--- src/rtl/sb_access_initiator.sv ---
// Debug-side system bus initiator: runs one sized read/write per command on the shared bus
// and returns a single response carrying read data or an error code.
module sb_access_initiator #(
  parameter int unsigned DataWidth        = 32,
  parameter int unsigned ByteAddressWidth = 32,
  parameter int unsigned ByteSize         = 8,
  parameter int unsigned TimeoutCycles    = 255
) (
  input  logic                            clk,
  input  logic                            rst_n,
  input  logic                            cmd_valid,
  output logic                            cmd_ready,
  input  logic                            cmd_write,
  input  logic [1:0]                      cmd_size,
  input  logic [ByteAddressWidth-1:0]     cmd_address,
  input  logic                            cmd_use_last,
  input  logic                            cmd_autoincrement,
  input  logic [DataWidth-1:0]            cmd_wdata,
  output logic                            rsp_valid,
  input  logic                            rsp_ready,
  output logic [DataWidth-1:0]            rsp_rdata,
  output logic [1:0]                      rsp_error,
  output logic [ByteAddressWidth-1:0]     next_address,
  output logic [ByteAddressWidth-1:0]     bus_address,
  output logic                            bus_read,
  output logic                            bus_write,
  output logic [DataWidth/ByteSize-1:0]   bus_byte_enable,
  output logic [DataWidth-1:0]            bus_write_data,
  input  logic [DataWidth-1:0]            bus_read_data,
  input  logic                            bus_available
);

  localparam int unsigned Lanes      = DataWidth / ByteSize;
  localparam int unsigned LaneBits   = $clog2(Lanes);
  localparam int unsigned CntWidth   = (TimeoutCycles > 1) ? $clog2(TimeoutCycles) : 1;
  localparam int unsigned StallLimit = (TimeoutCycles > 0) ? TimeoutCycles - 1 : 0;
  localparam logic        TimeoutEn  = (TimeoutCycles != 0);

  localparam logic [1:0] ErrOk      = 2'd0;
  localparam logic [1:0] ErrAlign   = 2'd1;
  localparam logic [1:0] ErrSize    = 2'd2;
  localparam logic [1:0] ErrTimeout = 2'd3;

  typedef enum logic [1:0] {IDLE, ACCESS, RESPOND} state_e;

  state_e                        state_q, state_d;
  logic                          write_q, write_d;
  logic                          autoinc_q, autoinc_d;
  logic [3:0]                    bytes_q, bytes_d;
  logic [ByteAddressWidth-1:0]   addr_q, addr_d;
  logic [CntWidth-1:0]           stall_q, stall_d;

  logic                          cmd_ready_d, rsp_valid_d, bus_read_d, bus_write_d;
  logic [DataWidth-1:0]          rsp_rdata_d, bus_write_data_d;
  logic [1:0]                    rsp_error_d;
  logic [ByteAddressWidth-1:0]   next_address_d, bus_address_d;
  logic [Lanes-1:0]              bus_byte_enable_d;

  logic [ByteAddressWidth-1:0]   eff_addr;
  logic [LaneBits-1:0]           eff_lane;
  logic [3:0]                    cmd_bytes;
  logic                          bad_size, misaligned, handshake;
  logic [Lanes-1:0]              lane_mask;
  logic [DataWidth-1:0]          rdata_shifted, rdata_mask;

  // Command decode: effective address, sizing and lane placement
  assign handshake     = cmd_valid && cmd_ready;
  assign eff_addr      = cmd_use_last ? next_address : cmd_address;
  assign eff_lane      = eff_addr[LaneBits-1:0];
  assign cmd_bytes     = 4'd1 << cmd_size;
  assign bad_size      = (cmd_size == 2'd3) || (32'(cmd_bytes) > Lanes);
  assign misaligned    = |(eff_lane & LaneBits'(cmd_bytes - 4'd1));
  assign lane_mask     = Lanes'((16'd1 << cmd_bytes) - 16'd1);
  assign rdata_shifted = bus_read_data >> (32'(addr_q[LaneBits-1:0]) * ByteSize);
  assign rdata_mask    = ~({DataWidth{1'b1}} << (32'(bytes_q) * ByteSize));

  always_ff @(posedge clk) begin
    if (!rst_n) begin
      state_q         <= IDLE;
      write_q         <= 1'b0;
      autoinc_q       <= 1'b0;
      bytes_q         <= '0;
      addr_q          <= '0;
      stall_q         <= '0;
      cmd_ready       <= 1'b0;
      rsp_valid       <= 1'b0;
      rsp_rdata       <= '0;
      rsp_error       <= '0;
      next_address    <= '0;
      bus_address     <= '0;
      bus_read        <= 1'b0;
      bus_write       <= 1'b0;
      bus_byte_enable <= '0;
      bus_write_data  <= '0;
    end else begin
      state_q         <= state_d;
      write_q         <= write_d;
      autoinc_q       <= autoinc_d;
      bytes_q         <= bytes_d;
      addr_q          <= addr_d;
      stall_q         <= stall_d;
      cmd_ready       <= cmd_ready_d;
      rsp_valid       <= rsp_valid_d;
      rsp_rdata       <= rsp_rdata_d;
      rsp_error       <= rsp_error_d;
      next_address    <= next_address_d;
      bus_address     <= bus_address_d;
      bus_read        <= bus_read_d;
      bus_write       <= bus_write_d;
      bus_byte_enable <= bus_byte_enable_d;
      bus_write_data  <= bus_write_data_d;
    end
  end

  always_comb begin
    state_d           = state_q;
    write_d           = write_q;
    autoinc_d         = autoinc_q;
    bytes_d           = bytes_q;
    addr_d            = addr_q;
    stall_d           = stall_q;
    rsp_valid_d       = rsp_valid;
    rsp_rdata_d       = rsp_rdata;
    rsp_error_d       = rsp_error;
    next_address_d    = next_address;
    bus_address_d     = bus_address;
    bus_read_d        = bus_read;
    bus_write_d       = bus_write;
    bus_byte_enable_d = bus_byte_enable;
    bus_write_data_d  = bus_write_data;

    unique case (state_q)
      IDLE: begin
        if (handshake) begin
          write_d   = cmd_write;
          autoinc_d = cmd_autoincrement;
          bytes_d   = cmd_bytes;
          addr_d    = eff_addr;
          stall_d   = '0;
          if (bad_size || misaligned) begin
            // Rejected commands answer directly without touching the bus
            state_d     = RESPOND;
            rsp_valid_d = 1'b1;
            rsp_rdata_d = '0;
            rsp_error_d = bad_size ? ErrSize : ErrAlign;
          end else begin
            state_d           = ACCESS;
            bus_read_d        = !cmd_write;
            bus_write_d       = cmd_write;
            bus_address_d     = eff_addr & ~ByteAddressWidth'(Lanes - 1);
            bus_byte_enable_d = lane_mask << eff_lane;
            bus_write_data_d  = cmd_wdata << (32'(eff_lane) * ByteSize);
          end
        end
      end
      ACCESS: begin
        // Availability on the limit cycle wins over the timeout
        if (bus_available || (TimeoutEn && (stall_q == CntWidth'(StallLimit)))) begin
          state_d           = RESPOND;
          rsp_valid_d       = 1'b1;
          bus_read_d        = 1'b0;
          bus_write_d       = 1'b0;
          bus_address_d     = '0;
          bus_byte_enable_d = '0;
          bus_write_data_d  = '0;
          if (bus_available) begin
            rsp_error_d    = ErrOk;
            rsp_rdata_d    = write_q ? '0 : (rdata_shifted & rdata_mask);
            next_address_d = autoinc_q ? (addr_q + ByteAddressWidth'(bytes_q)) : addr_q;
          end else begin
            rsp_error_d = ErrTimeout;
            rsp_rdata_d = '0;
          end
        end else begin
          stall_d = stall_q + CntWidth'(1);
        end
      end
      RESPOND: begin
        if (rsp_ready) begin
          rsp_valid_d = 1'b0;
          state_d     = IDLE;
        end
      end
      default: state_d = IDLE;
    endcase

    cmd_ready_d = (state_d == IDLE);
  end

endmodule

--- config.mk ---
export PLATFORM = sky130hd
export DESIGN_NAME = sb_access_initiator
export DESIGN_NICKNAME = d
export VERILOG_FILES = /design/src/rtl/sb_access_initiator.sv
export SDC_FILE = /design/constraint.sdc
export NUM_CORES = 1
export LEC_CHECK = 0
export CAP_MARGIN = 40
export CORE_ASPECT_RATIO = 2
export CORE_MARGIN = 2
export CORE_UTILIZATION = 45
export CTS_CLUSTER_DIAMETER = 60
export CTS_CLUSTER_SIZE = 8
export DETAILED_ROUTE_END_ITERATION = 7
export PLACE_DENSITY_LB_ADDON = 0.25
export SLEW_MARGIN = 10
export SYNTH_ARGS = -nofsm -noshare
export SYNTH_HDL_FRONTEND = slang
export SYNTH_SLANG_ARGS = --single-unit
--- constraint.sdc ---
create_clock -name clk -period 4.9 [get_ports clk]
set_input_delay 0.98 -clock clk [delete_from_list [all_inputs] [get_ports clk]]
set_output_delay 0.98 -clock clk [all_outputs]
set_load 0.05 [all_outputs]
==> results of run 1 <==
==> sequential cells by signal (all words and copies together) (netlist names), 2 cells and up <==
signal,count
bus_byte_enable,4
stall_q,8
state_q,2
addr_q,32
next_address,32
bus_address,30
rsp_rdata,32
rsp_error,2
bytes_q,4
bus_write_data,32
==> cells by family after synthesis <==
logic type | after synthesis | synth area share
other | 1 | 0.0004272
and+or+nand+nor | 357 | 0.1819
DFF | 184 | 0.4197
buffers and inverters | 80 | 0.03835
adders and majority gates | 8 | 0.01226
xor gates and xnor gates | 34 | 0.03393
AOI/OAI and AO/OA | 195 | 0.1511
muxes | 137 | 0.1624
==> routing by layer <==
layer  global-route usage  wire length, µm  up-vias  share of wire
met3              0.06356             1581       50          0.059
met1               0.2710            10100     3743           0.38
li1                     -                -     3925              -
met4               0.1198             1009        0          0.038
met2               0.4559            14050      248           0.53
met5                    0                0        -              0
==> worst min-delay path by stage <==
stage          cells after the start                         endpoint  slack [ps]                       startpoint
2_1_floorplan                      2             write_q$_SDFFE_PN0P_         440             write_q$_SDFFE_PN0P_
3_3_place_gp                       2  bus_byte_enable[2]$_SDFFE_PN0P_         440  bus_byte_enable[2]$_SDFFE_PN0P_
3_5_place_dp                       2     bus_address[22]$_SDFFE_PN0P_         450     bus_address[22]$_SDFFE_PN0P_
4_1_cts                            2     bus_address[22]$_SDFFE_PN0P_         460     bus_address[22]$_SDFFE_PN0P_
5_1_grt                            2  bus_write_data[18]$_SDFFE_PN0P_         480  bus_write_data[18]$_SDFFE_PN0P_
6_report                           2     bus_address[22]$_SDFFE_PN0P_         460     bus_address[22]$_SDFFE_PN0P_
==> cells in the final DEF (no fill, tap or decap), drive strengths merged, types with 16 or more instances in the layout <==
master,Yosys,final
nand2,183,183
nand4,16,16
buf,24,24
o2bb2ai,24,24
mux2i,97,97
a211oi,23,23
dfxtp,184,184
clkdlybuf4s50,0,239
mux2,40,40
nor2,74,74
clkbuf,50,19
a21oi,64,64
nand3,17,17
xor2,23,23
and2,16,16
o21ai,33,33
==> area by class of cell <==
class / instances / area [µm²]
Fill cell: 1738 / 7273
Timing Repair Buffer: 263 / 2610
Clock inverter: 13 / 123.9
Multi-Input combinational cell: 733 / 4798
Tap cell: 259 / 324.1
Inverter: 6 / 22.52
Clock buffer: 19 / 442.9
Sequential cell: 184 / 3684
==> where the power goes <==
part	internal, W	switching, W
clock	0.000689	0.000643
combinational	0.000282	0.000407
sequential	0.00155	0.0000488
==> tightest hold or removal path, stage by stage, from the launching register on <==
cell	delay (ps)
dfxtp_1	310
nand2_1	50
mux2i_1	50
==> Yosys cell counts (6+ instances only) <==
cell	count	share of area
buf_2	14	0.0080
xnor2_1	11	0.011
o2bb2ai_1	24	0.024
nor3_1	14	0.0080
a22o_1	8	0.0080
clkbuf_1	50	0.021
a311o_1	8	0.0091
a211o_1	8	0.0080
nand3_1	17	0.0097
xor2_1	23	0.023
nand2_1	183	0.078
inv_1	6	0.0026
dfxtp_1	184	0.42
a32o_1	8	0.0091
and2_1	16	0.011
nor2b_1	11	0.0078
nand4_1	14	0.010
or3_1	6	0.0043
nor2_1	74	0.032
mux2i_1	97	0.11
mux2_2	39	0.050
a211oi_1	23	0.020
ha_1	7	0.010
o21ai_0	31	0.018
a21oi_1	64	0.036
==> stage by stage <==
step | hold WS (ps) | utilization | area, µm² | setup slack (ps)
6_report | 458.7 | 0.6227 | 12010 | 1480
5_1_grt | 477.0 | 0.6227 | 12010 | 1358
4_1_cts | 460.6 | 0.6227 | 12010 | 1487
3_5_place_dp | 445.4 | 0.5933 | 11440 | 1042
3_3_place_gp | 440.8 | 0.5892 | 11360 | 1092
2_1_floorplan | 436.7 | - | 8781 | 2125
==> metrics.cfg, run 1 <==
[floorplan]
fp.dieW_um = 102.8
core_um2 = 19280
io_pins = 244
start_util = 0.4553
row_count = 72
die_h_um = 201.5
die-area_um2 = 20710

[worst_setup_path]
regToRegStartpoint = next_address[0]$_SDFFE_PN0P_
worstPathRequired_ps = 5220
cp_cell_sequence = buf_2 -> mux2_4 -> o21ai_1 -> o211ai_1 -> o22ai_4 -> buf_12 -> mux2_2
timing.rr.end = bus_address[9]$_SDFFE_PN0P_
path_depth = 7
arrival_ps = 3740
worstPathMaxFanout = 45
r2r_cells = 6
critPathLaunch = cmd_use_last
critPathCaptureType = register
worstSetupStartpointType = input pin
crit_slowest_cell = o22ai_4
worst-path-buf-inv = 2
worst-setup-path-type = in2reg
cp_slowest_stage_delay_ps = 540
r2r_slack_ps = 2210
endpoint = bus_address[9]$_SDFFE_PN0P_
cp_top_family = compound AO/OA/AOI/OAI gates

[global_routing]
antenna_found_initial = 0
grt_first_pass_wirelength_mm = 41.10
grt_max_degree = 64
first_global_vias = 7903
grt_usage = 0.2547
grt-ovfl-total = 0

[timing]
slew_violations = 0
fmax_mhz = 292.4
rsz0062_at_grt = no
setup_viol = 0
post-route-period-util = 0.6979
slew-limit-headroom = 0.4723
tns_ps = 0
worstMarginPinSlew_ps = 788.6
fin_skew_ps = 11.97
hold_violations = 0
min_period_ps = 3420

[hold_path]
hp-class = reg2reg

[clock_tree]
htreeDepth = 4
cts_tree = built
clk_path_buf_depth = 2
clkSlewWorstSetupHoldPaths_ps = 70
postCtsSetupBuffers = 0
holdBufCountCts = 0
clk_latency_ps = 430
cts_root_buffer = clkbuf_16
cts_buffers = 17
cts.sinks = 184
cts_resized = 0

[place]
dp.cells = 1445
place_congestion = 0.8345
dp_hpwl_mm = 19.46
port_buffers = 241

[power]
powerDensity_nw_per_um2 = 301.6
p_leak_nw = 4.295
p_total_w = 0.003621
peakVddDrop_mv = 0.2391

[synth]
async_reset_ff_frac = 0
netlist_area_um2 = 8777
synth-seq-cells = 184
yosys_warnings = 0
synth_cell_type_count = 56
synthCells = 996
synth-edff-count = 0
ys.flop_type = dfxtp_1
synth.avg_cell_area_um2 = 8.812
ys_seq_area_frac = 0.4197

[route]
drt-vias-per-instance = 5.393
drt-initial-drc-count = 336
first_pass_iters = 5
num_vias = 7966
drc_errors = 0
wl_per_cell_um = 18.10
ant_nets = 0
wirelength_mm = 26.74

[cells_and_area]
drive_gt1_frac = 0.09031
area_delta_synth_final_pct = 36.78
num_antenna_cells = 0
nNetsFinal = 1319
instances_no_fill = 1477

[outcome]
status = complete, no violations

[run]
max_cap_viol_count = 0

Note: power is estimated with default switching activity, not from simulation.
==> run 2, diff against run 1 <==
- CORE_UTILIZATION: 45 -> 44
- clock period: 4.9 -> 2.9 ns (I/O delays scaled with it)
==> run 2 against run 1 <==
- count of clock-buffer cells in the layout up 2
- sequential share of layout area fell by 0.27 points
- sequential cell count stayed put
- combinational power rose by 71%
- register-to-register slack got worse by 1700 ps
- routed wire length increased by 0.85%
- sequential power up 69%
- worst hold slack worse by 0.88 ps
- cell area grew 0.89%
- power is 69% higher
- die area increased by 2.2%
- global-route usage down 0.31 points
==> metrics.cfg, run 2 (synthesis results as in run 1) <==
[route]
ant_nets = 0
drc_errors = 0
num_vias = 8081
drt-initial-drc-count = 395
wirelength_mm = 26.97
wl_per_cell_um = 18.02
first_pass_iters = 5
drt-vias-per-instance = 5.402

[floorplan]
start_util = 0.4449
core_um2 = 19730
die_h_um = 203.7
fp.dieW_um = 103.9
io_pins = 244
die-area_um2 = 21160
row_count = 73

[timing]
slew_violations = 0
fmax_mhz = 380.0
hold_violations = 0
slew-limit-headroom = 0.4838
worstMarginPinSlew_ps = 774.4
min_period_ps = 2632
setup_viol = 0
setup_slack_ps = 268.2
post-route-period-util = 0.9075
fin_skew_ps = 6.212
hold_ws_ps = 457.8
rsz0062_at_grt = no

[global_routing]
grt_first_pass_wirelength_mm = 42.13
grt-ovfl-total = 0
first_global_vias = 8069
met3_usage = 0.05529
groute.layer.met2.usage = 0.4962
antenna_found_initial = 0
grt_usage = 0.2516
met1_usage = 0.2504
grt_busiest_layer = met2
grt_max_degree = 55

[clock_tree]
cts_resized = 0
htreeDepth = 4
clk_path_buf_depth = 2
cts_buffers = 17
cts_root_buffer = clkbuf_16
holdBufCountCts = 0
clkSlewWorstSetupHoldPaths_ps = 70
cts_tree = built
clk_latency_ps = 430
cts.sinks = 184
postCtsSetupBuffers = 0

[worst_setup_path]
worstSetupStartpointType = input pin
worstPathRequired_ps = 3260
path_depth = 7
r2r_cells = 6
crit_slowest_cell = o22ai_4
r2r_slack_ps = 520
cp_cell_sequence = clkdlybuf4s50_1 -> nor2_1 -> ha_1 -> o211ai_1 -> o22ai_4 -> buf_4 -> mux2i_1
arrival_ps = 2990
regToRegStartpoint = next_address[0]$_SDFFE_PN0P_
timing.rr.end = bus_write_data[9]$_SDFFE_PN0P_
worst-path-buf-inv = 2
cp_slowest_stage_delay_ps = 650
worstPathMaxFanout = 17
critPathCaptureType = register
cp_top_family = buffers and inverters
worst-setup-path-type = in2reg

[power]
powerDensity_nw_per_um2 = 504.7
p_leak_nw = 4.356
peakVddDrop_mv = 0.3335

[place]
dp_hpwl_mm = 20.10
post-place-ws_ps = -152.9
port_buffers = 241
place_area_um2 = 11550
place_congestion = 0.8294

[cells_and_area]
stdcell_area_um2 = 12110
mostFrequentLayoutCell = clkdlybuf4s50_1
drive_gt1_frac = 0.1013
area_delta_synth_final_pct = 37.99
num_antenna_cells = 0
nNetsFinal = 1336
layout_common_cells = clkdlybuf4s50_1 (239), dfxtp_1 (184), nand2_1 (183), mux2i_1 (96), nor2_1 (73)
utilization = 0.6139
nFillCells = 1732

[hold_path]
holdPathStages = 2
min_to = bus_byte_enable[2]$_SDFFE_PN0P_
worstHoldStart = bus_byte_enable[2]$_SDFFE_PN0P_
hp-class = reg2reg

[outcome]
status = complete, no violations

[run]
max_cap_viol_count = 0

run 2: layout make-up:
cell class	instances	area (µm²)	area share
multi-input cells	733	4798	0.3962
flip-flops and latches	184	3684	0.3041
well taps	262	327.8	0.02707
repair buffers	280	2723	0.2248
inverters	6	22.52	0.001860
clock inverters	10	96.34	0.007955
clock buffers	21	460.4	0.03802
run 2: metal layers:
metal  vias up  wire, µm  part of all wire
li1       3954         -                 -
met1      3821      9652              0.36
met2       257     15110              0.56
met3        49      1450             0.054
met4         0       749             0.028
met5         -         0                 0
run 2: through the flow:
step | std cells | power [W] | TNS [ps]
floorplan | 997 | 0.003470 | 0
global placement | 1464 | 0.003927 | -2819
detailed placement | 1465 | 0.003938 | -5070
CTS | 1496 | 0.006163 | 0
global route | 1496 | 0.006352 | 0
finish | 1496 | 0.006113 | 0
run 2: worst register-to-register path, delay by kind of cell, from the launching register on:
family	cells	cell delay [ps]
AOI/OAI and AO/OA	3	990
DFF	1	360
muxes	2	520
buffers and inverters	1	440
run 2: report_power, final:
group	switching (W)	total, W	internal (W)
Combinational	0.000685	0.00118	0.000492
Sequential	0.0000829	0.00270	0.00262
Clock	0.00100	0.00223	0.00123
Total	0.00177	0.00611	0.00434
run 2: worst max path at each step:
stage | from | endpoint | slack [ps]
after floorplan | cmd_size[1] | bus_byte_enable[2]$_SDFFE_PN0P_ | 520
after global placement | cmd_size[1] | bus_write_data[26]$_SDFFE_PN0P_ | -100
after detailed placement | cmd_size[1] | bus_write_data[2]$_SDFFE_PN0P_ | -150
after CTS | cmd_size[1] | bus_write_data[9]$_SDFFE_PN0P_ | 290
after global routing | cmd_size[1] | bus_write_data[17]$_SDFFE_PN0P_ | 170
final | cmd_size[1] | bus_write_data[9]$_SDFFE_PN0P_ | 270
==> run 3, diff against run 2 <==
--- a/config.mk
+++ b/config.mk
@@ -7,6 +7,5 @@
 export LEC_CHECK = 0
-export CAP_MARGIN = 40
 export CORE_ASPECT_RATIO = 2
 export CORE_MARGIN = 2
-export CORE_UTILIZATION = 44
+export CORE_UTILIZATION = 45
 export CTS_CLUSTER_DIAMETER = 60
==> constraint.sdc (replaced) <==
create_clock -name clk -period 2.6 [get_ports clk]
set_input_delay 0.26 -clock clk [delete_from_list [all_inputs] [get_ports clk]]
set_output_delay 0.26 -clock clk [all_outputs]
set_load 0.05 [all_outputs]
==> run 3 against run 2 <==
- non-clock buffer count fell by 4
- power rose by 13%
- highest routed layer unchanged
- die area fell by 2.2%
- clock power rose by 17%
==> metrics.cfg, run 3 (synthesis results as in run 1) <==
[run]
max_cap_viol_count = 0

[route]
drc_errors = 0
num_vias = 8075
ant_nets = 0
drt-initial-drc-count = 307
first_pass_iters = 4
wl_per_cell_um = 17.91
wirelength_mm = 26.68
drt-vias-per-instance = 5.419

[cells_and_area]
drive_gt1_frac = 0.1007
nNetsFinal = 1332
utilization = 0.6285
area_delta_synth_final_pct = 38.05
num_antenna_cells = 0
mostFrequentLayoutCell = clkdlybuf4s50_1
layout_common_cells = clkdlybuf4s50_1 (239), dfxtp_1 (184), nand2_1 (183), mux2i_1 (96), nor2_1 (73)

[timing]
fmax_mhz = 422.1
setup_slack_ps = 231.0
rsz0062_at_grt = no
tns_ps = 0
fin_skew_ps = 15.26
slew_violations = 0
post-route-period-util = 0.9112
worstMarginPinSlew_ps = 1081
min_period_ps = 2369
hold_violations = 0
slew-limit-headroom = 0.2788
setup_viol = 0

[global_routing]
first_global_vias = 7961
antenna_found_initial = 0
grt_usage = 0.2544
grt_first_pass_wirelength_mm = 40.91
grt-ovfl-total = 0
grt_max_degree = 83

[worst_setup_path]
worst-setup-path-type = reg2reg
critPathCaptureType = register
arrival_ps = 2720
worstPathMaxFanout = 11
worstSetupStartpointType = register
worstPathRequired_ps = 2950

[floorplan]
row_count = 72
io_pins = 244
fp.dieW_um = 102.8
die-area_um2 = 20710
core_um2 = 19280
start_util = 0.4553
die_h_um = 201.5

[power]
powerDensity_nw_per_um2 = 572.4
peakVddDrop_mv = 0.3972
p_total_w = 0.006935
p_leak_nw = 4.362

[outcome]
status = complete, no violations

[clock_tree]
holdBufCountCts = 0
cts_root_buffer = clkbuf_16
htreeDepth = 4
cts.sinks = 184
clkSlewWorstSetupHoldPaths_ps = 70
clk_latency_ps = 440
cts_tree = built
cts_buffers = 17
postCtsSetupBuffers = 0
clk_path_buf_depth = 2
cts_resized = 0

[place]
port_buffers = 241
post-place-ws_ps = 86.35
place_congestion = 0.8521
dp_hpwl_mm = 19.73

[hold_path]
hp-class = in2reg

==> run 3: layout make-up <==
cell class | count | area [µm²]
Clock buffer | 18 | 439.2
Inverter | 6 | 22.52
Fill cell | 1711 | 7162
Multi-Input combinational cell | 733 | 4798
Timing Repair Buffer | 276 | 2693
Clock inverter | 14 | 156.4
Tap cell | 259 | 324.1
Sequential cell | 184 | 3684
==> run 3: path summary, 6_finish.rpt <==
path,end,start,cells after the start,slack (ps)
worst max-delay path,next_address[26]$_SDFFE_PN0P_,bytes_q[0]$_SDFFE_PN0P_,7,230
worst min-delay path,rsp_error[1]$_SDFFE_PN0P_,rst_n,2,210
worst min register to register,bus_address[29]$_SDFFE_PN0P_,bus_address[29]$_SDFFE_PN0P_,2,460
worst max register to register,next_address[26]$_SDFFE_PN0P_,bytes_q[0]$_SDFFE_PN0P_,7,230
==> run 3: critical path, cell delays in order (launching register included) <==
cell and delay, ps:
dfxtp_1 390, ha_1 220, fa_1 220, a211oi_1 110
nor2_1 750, nand3_1 240, xor2_1 210, a21oi_1 140
==> run 3: power breakdown <==
group | switching [W] | internal [W]
Sequential | 0.0000880 | 0.00292
Clock | 0.00122 | 0.00139
Combinational | 0.000770 | 0.000547
Total | 0.00207 | 0.00486
==> run 3: per-stage QoR <==
stage          instances  instance area [µm²]  hold WS, ps
2_1_floorplan        997                 8781        385.5
3_3_place_gp        1458                11520        441.1
3_5_place_dp        1458                11520        445.5
4_1_cts             1490                12120        186.3
5_1_grt             1490                12120        210.2
6_report            1490                12120        211.0
==> run 3: layer usage <==
metal	share of wire	track usage
met4	0.039	0.1137
met2	0.53	0.4650
met3	0.073	0.07711
met1	0.36	0.2559
met5	0	0
==> edit: new RTL, config.mk and constraints of run 2 <==
Reset style: asynchronous (`rst_n`), changed in one clocked block.
--- a/src/rtl/sb_access_initiator.sv
+++ b/src/rtl/sb_access_initiator.sv
@@ -74,7 +74,7 @@
   assign rdata_shifted = bus_read_data >> (32'(addr_q[LaneBits-1:0]) * ByteSize);
   assign rdata_mask    = ~({DataWidth{1'b1}} << (32'(bytes_q) * ByteSize));
 
-  always_ff @(posedge clk) begin
+  always_ff @(posedge clk or negedge rst_n) begin
     if (!rst_n) begin
       state_q         <= IDLE;
       write_q         <= 1'b0;
Formal check against the unedited RTL: differs if rst_n is asserted again (counterexample within 4 cycles, from zero or initial values and one cycle with rst_n low); with rst_n held inactive, the same outputs for 4 cycles.
==> edit against run 2 <==
  * Sequential cell count unchanged
  * Sequential share of layout area increased by 6.8 points
  * Critical path type unchanged
  * First-iteration DRC count increased by 4.6%
  * Wire length increased by 0.57%
  * Synthesized cell count decreased by 12%
  * Core utilization decreased by 0.36 points
  * Fmax increased by 12%
  * Critical endpoint is now bus_byte_enable[0]
  * Final cell count decreased by 6.9%
  * Die area increased by 2.4%
  * Cell area increased by 2.2%
  * Highest routed layer unchanged
  * Worst setup slack improved by 0.28 ns
  * Area after synthesis increased by 2.5%
Power is not compared: it rests on default switching activity, and its combinational part moved more than twofold at a synthesized area within 25%.
==> edit: results <==
{
  "finalClockSkew_ns": 0.00875,
  "drt-initial-drc-count": 413,
  "synth_area_leaders": "dfrtp_1, nand2_1, mux2i_1",
  "cts_resized": 0,
  "worstHoldPathType": "input port to async pin",
  "worstPathArrival_ns": 2.67,
  "max_stage_delay_ns": 0.54,
  "synth_common_cells": "dfrtp_1, nand2_1, o21ai_0",
  "grt_pass1_wl_um": 42600,
  "n_fill_cell": 1684,
  "tightest_slew_ns": 0.846,
  "gp_congestion": 0.907,
  "switchingPower_mw": 6.51,
  "dp_hpwl_um": 20300,
  "grt_max_degree": 76,
  "worst_path_max_delay_cell": "clkdlybuf4s50_1",
  "grt_pass1_vias": 7941,
  "path_max_fanout": 23,
  "root_buffer": "clkbuf_16",
  "avgSynthCellArea_sq_um": 10.2,
  "synth-compound-area-share_pct": 17.7,
  "vias_per_cell": 5.54,
  "r2r_setup_slack_ns": 0.64,
  "synthAdderAreaFrac_pct": 1.20,
  "dp_cells": 1361,
  "synth_xor_xnor_area_share_pct": 3.21,
  "clockBufferDepth": 2,
  "async_flop_share_pct": 100,
  "dp_slack_ns": 0.124,
  "wl_per_cell_um": 19.5,
  "synth-main-ff-cell": "dfrtp_1",
  "ys_seq_area_share_pct": 51.2,
  "cp_top_family": "simple AND/OR/NAND/NOR gates",
  "dr.pass1.iters": 5,
  "status": "finished clean",
  "final_nets": 1228,
  "hold_viol_final": 0,
  "ys_types": 55,
  "whs_ns": 0.131,
  "vias": 7715,
  "yosys-mux-area-fraction_pct": 7.19,
  "drive_gt1_share_pct": 8.52,
  "fin_crit_ns": 2.35,
  "grt_usage_pct": 25.4,
  "portBuffers": 241
}
edit: layout make-up:
cell class	instances	area share, %
multi-input combinational	627	33.1
tap	266	2.69
clock inverter	13	0.991
clock buffer	19	3.58
inverter	7	0.212
sequential	184	37.2
timing repair buffer	277	22.2
edit: worst paths after layout:
path,from,endpoint,cells after the start
hold reg to reg,bus_byte_enable[3],bus_byte_enable[3],1
min in group clk,bus_byte_enable[3],bus_byte_enable[3],1
hold / removal,rst_n,bus_address[25],1
setup / recovery,cmd_size[0],bus_byte_enable[0],8
max in group asynchronous,rst_n,bus_address[8],2
setup reg to reg,autoinc_q,next_address[31],5
edit: power groups by stage:
stage	sequential, mW	combinational, mW	clock (mW)
5_1_grt	4.48	7.61	2.39
3_5_place_dp	4.37	7.21	0
3_3_place_gp	4.36	7.12	0
4_1_cts	4.36	7.22	2.29
2_1_floorplan	6.64	2.29	0
6_report	4.35	7.18	2.24
edit: logic make-up (layout without fill, tap and decap cells):
kind of cell,Yosys count,count (layout)
AO/OA/AOI/OAI,235,235
XOR/XNOR,33,33
adder cells (fa/ha/maj),8,8
buffers and inverters,70,316
flip-flops,184,184
multiplexers,64,64
other,1,2
AND/OR/NAND/NOR,285,285
edit: through the flow:
step                instance area, sq um  util [%]
CTS                                12400      61.0
global route                       12400      61.0
finish                             12400      61.0
detailed placement                 11800      58.2
floorplan                           9000         -
global placement                   11800      58.2
edit: layer usage:
metal	GRT usage [%]	wire length (um)
met5	0	0
met4	10.8	945
met3	5.90	1500
met2	47.0	14800
met1	27.5	9890
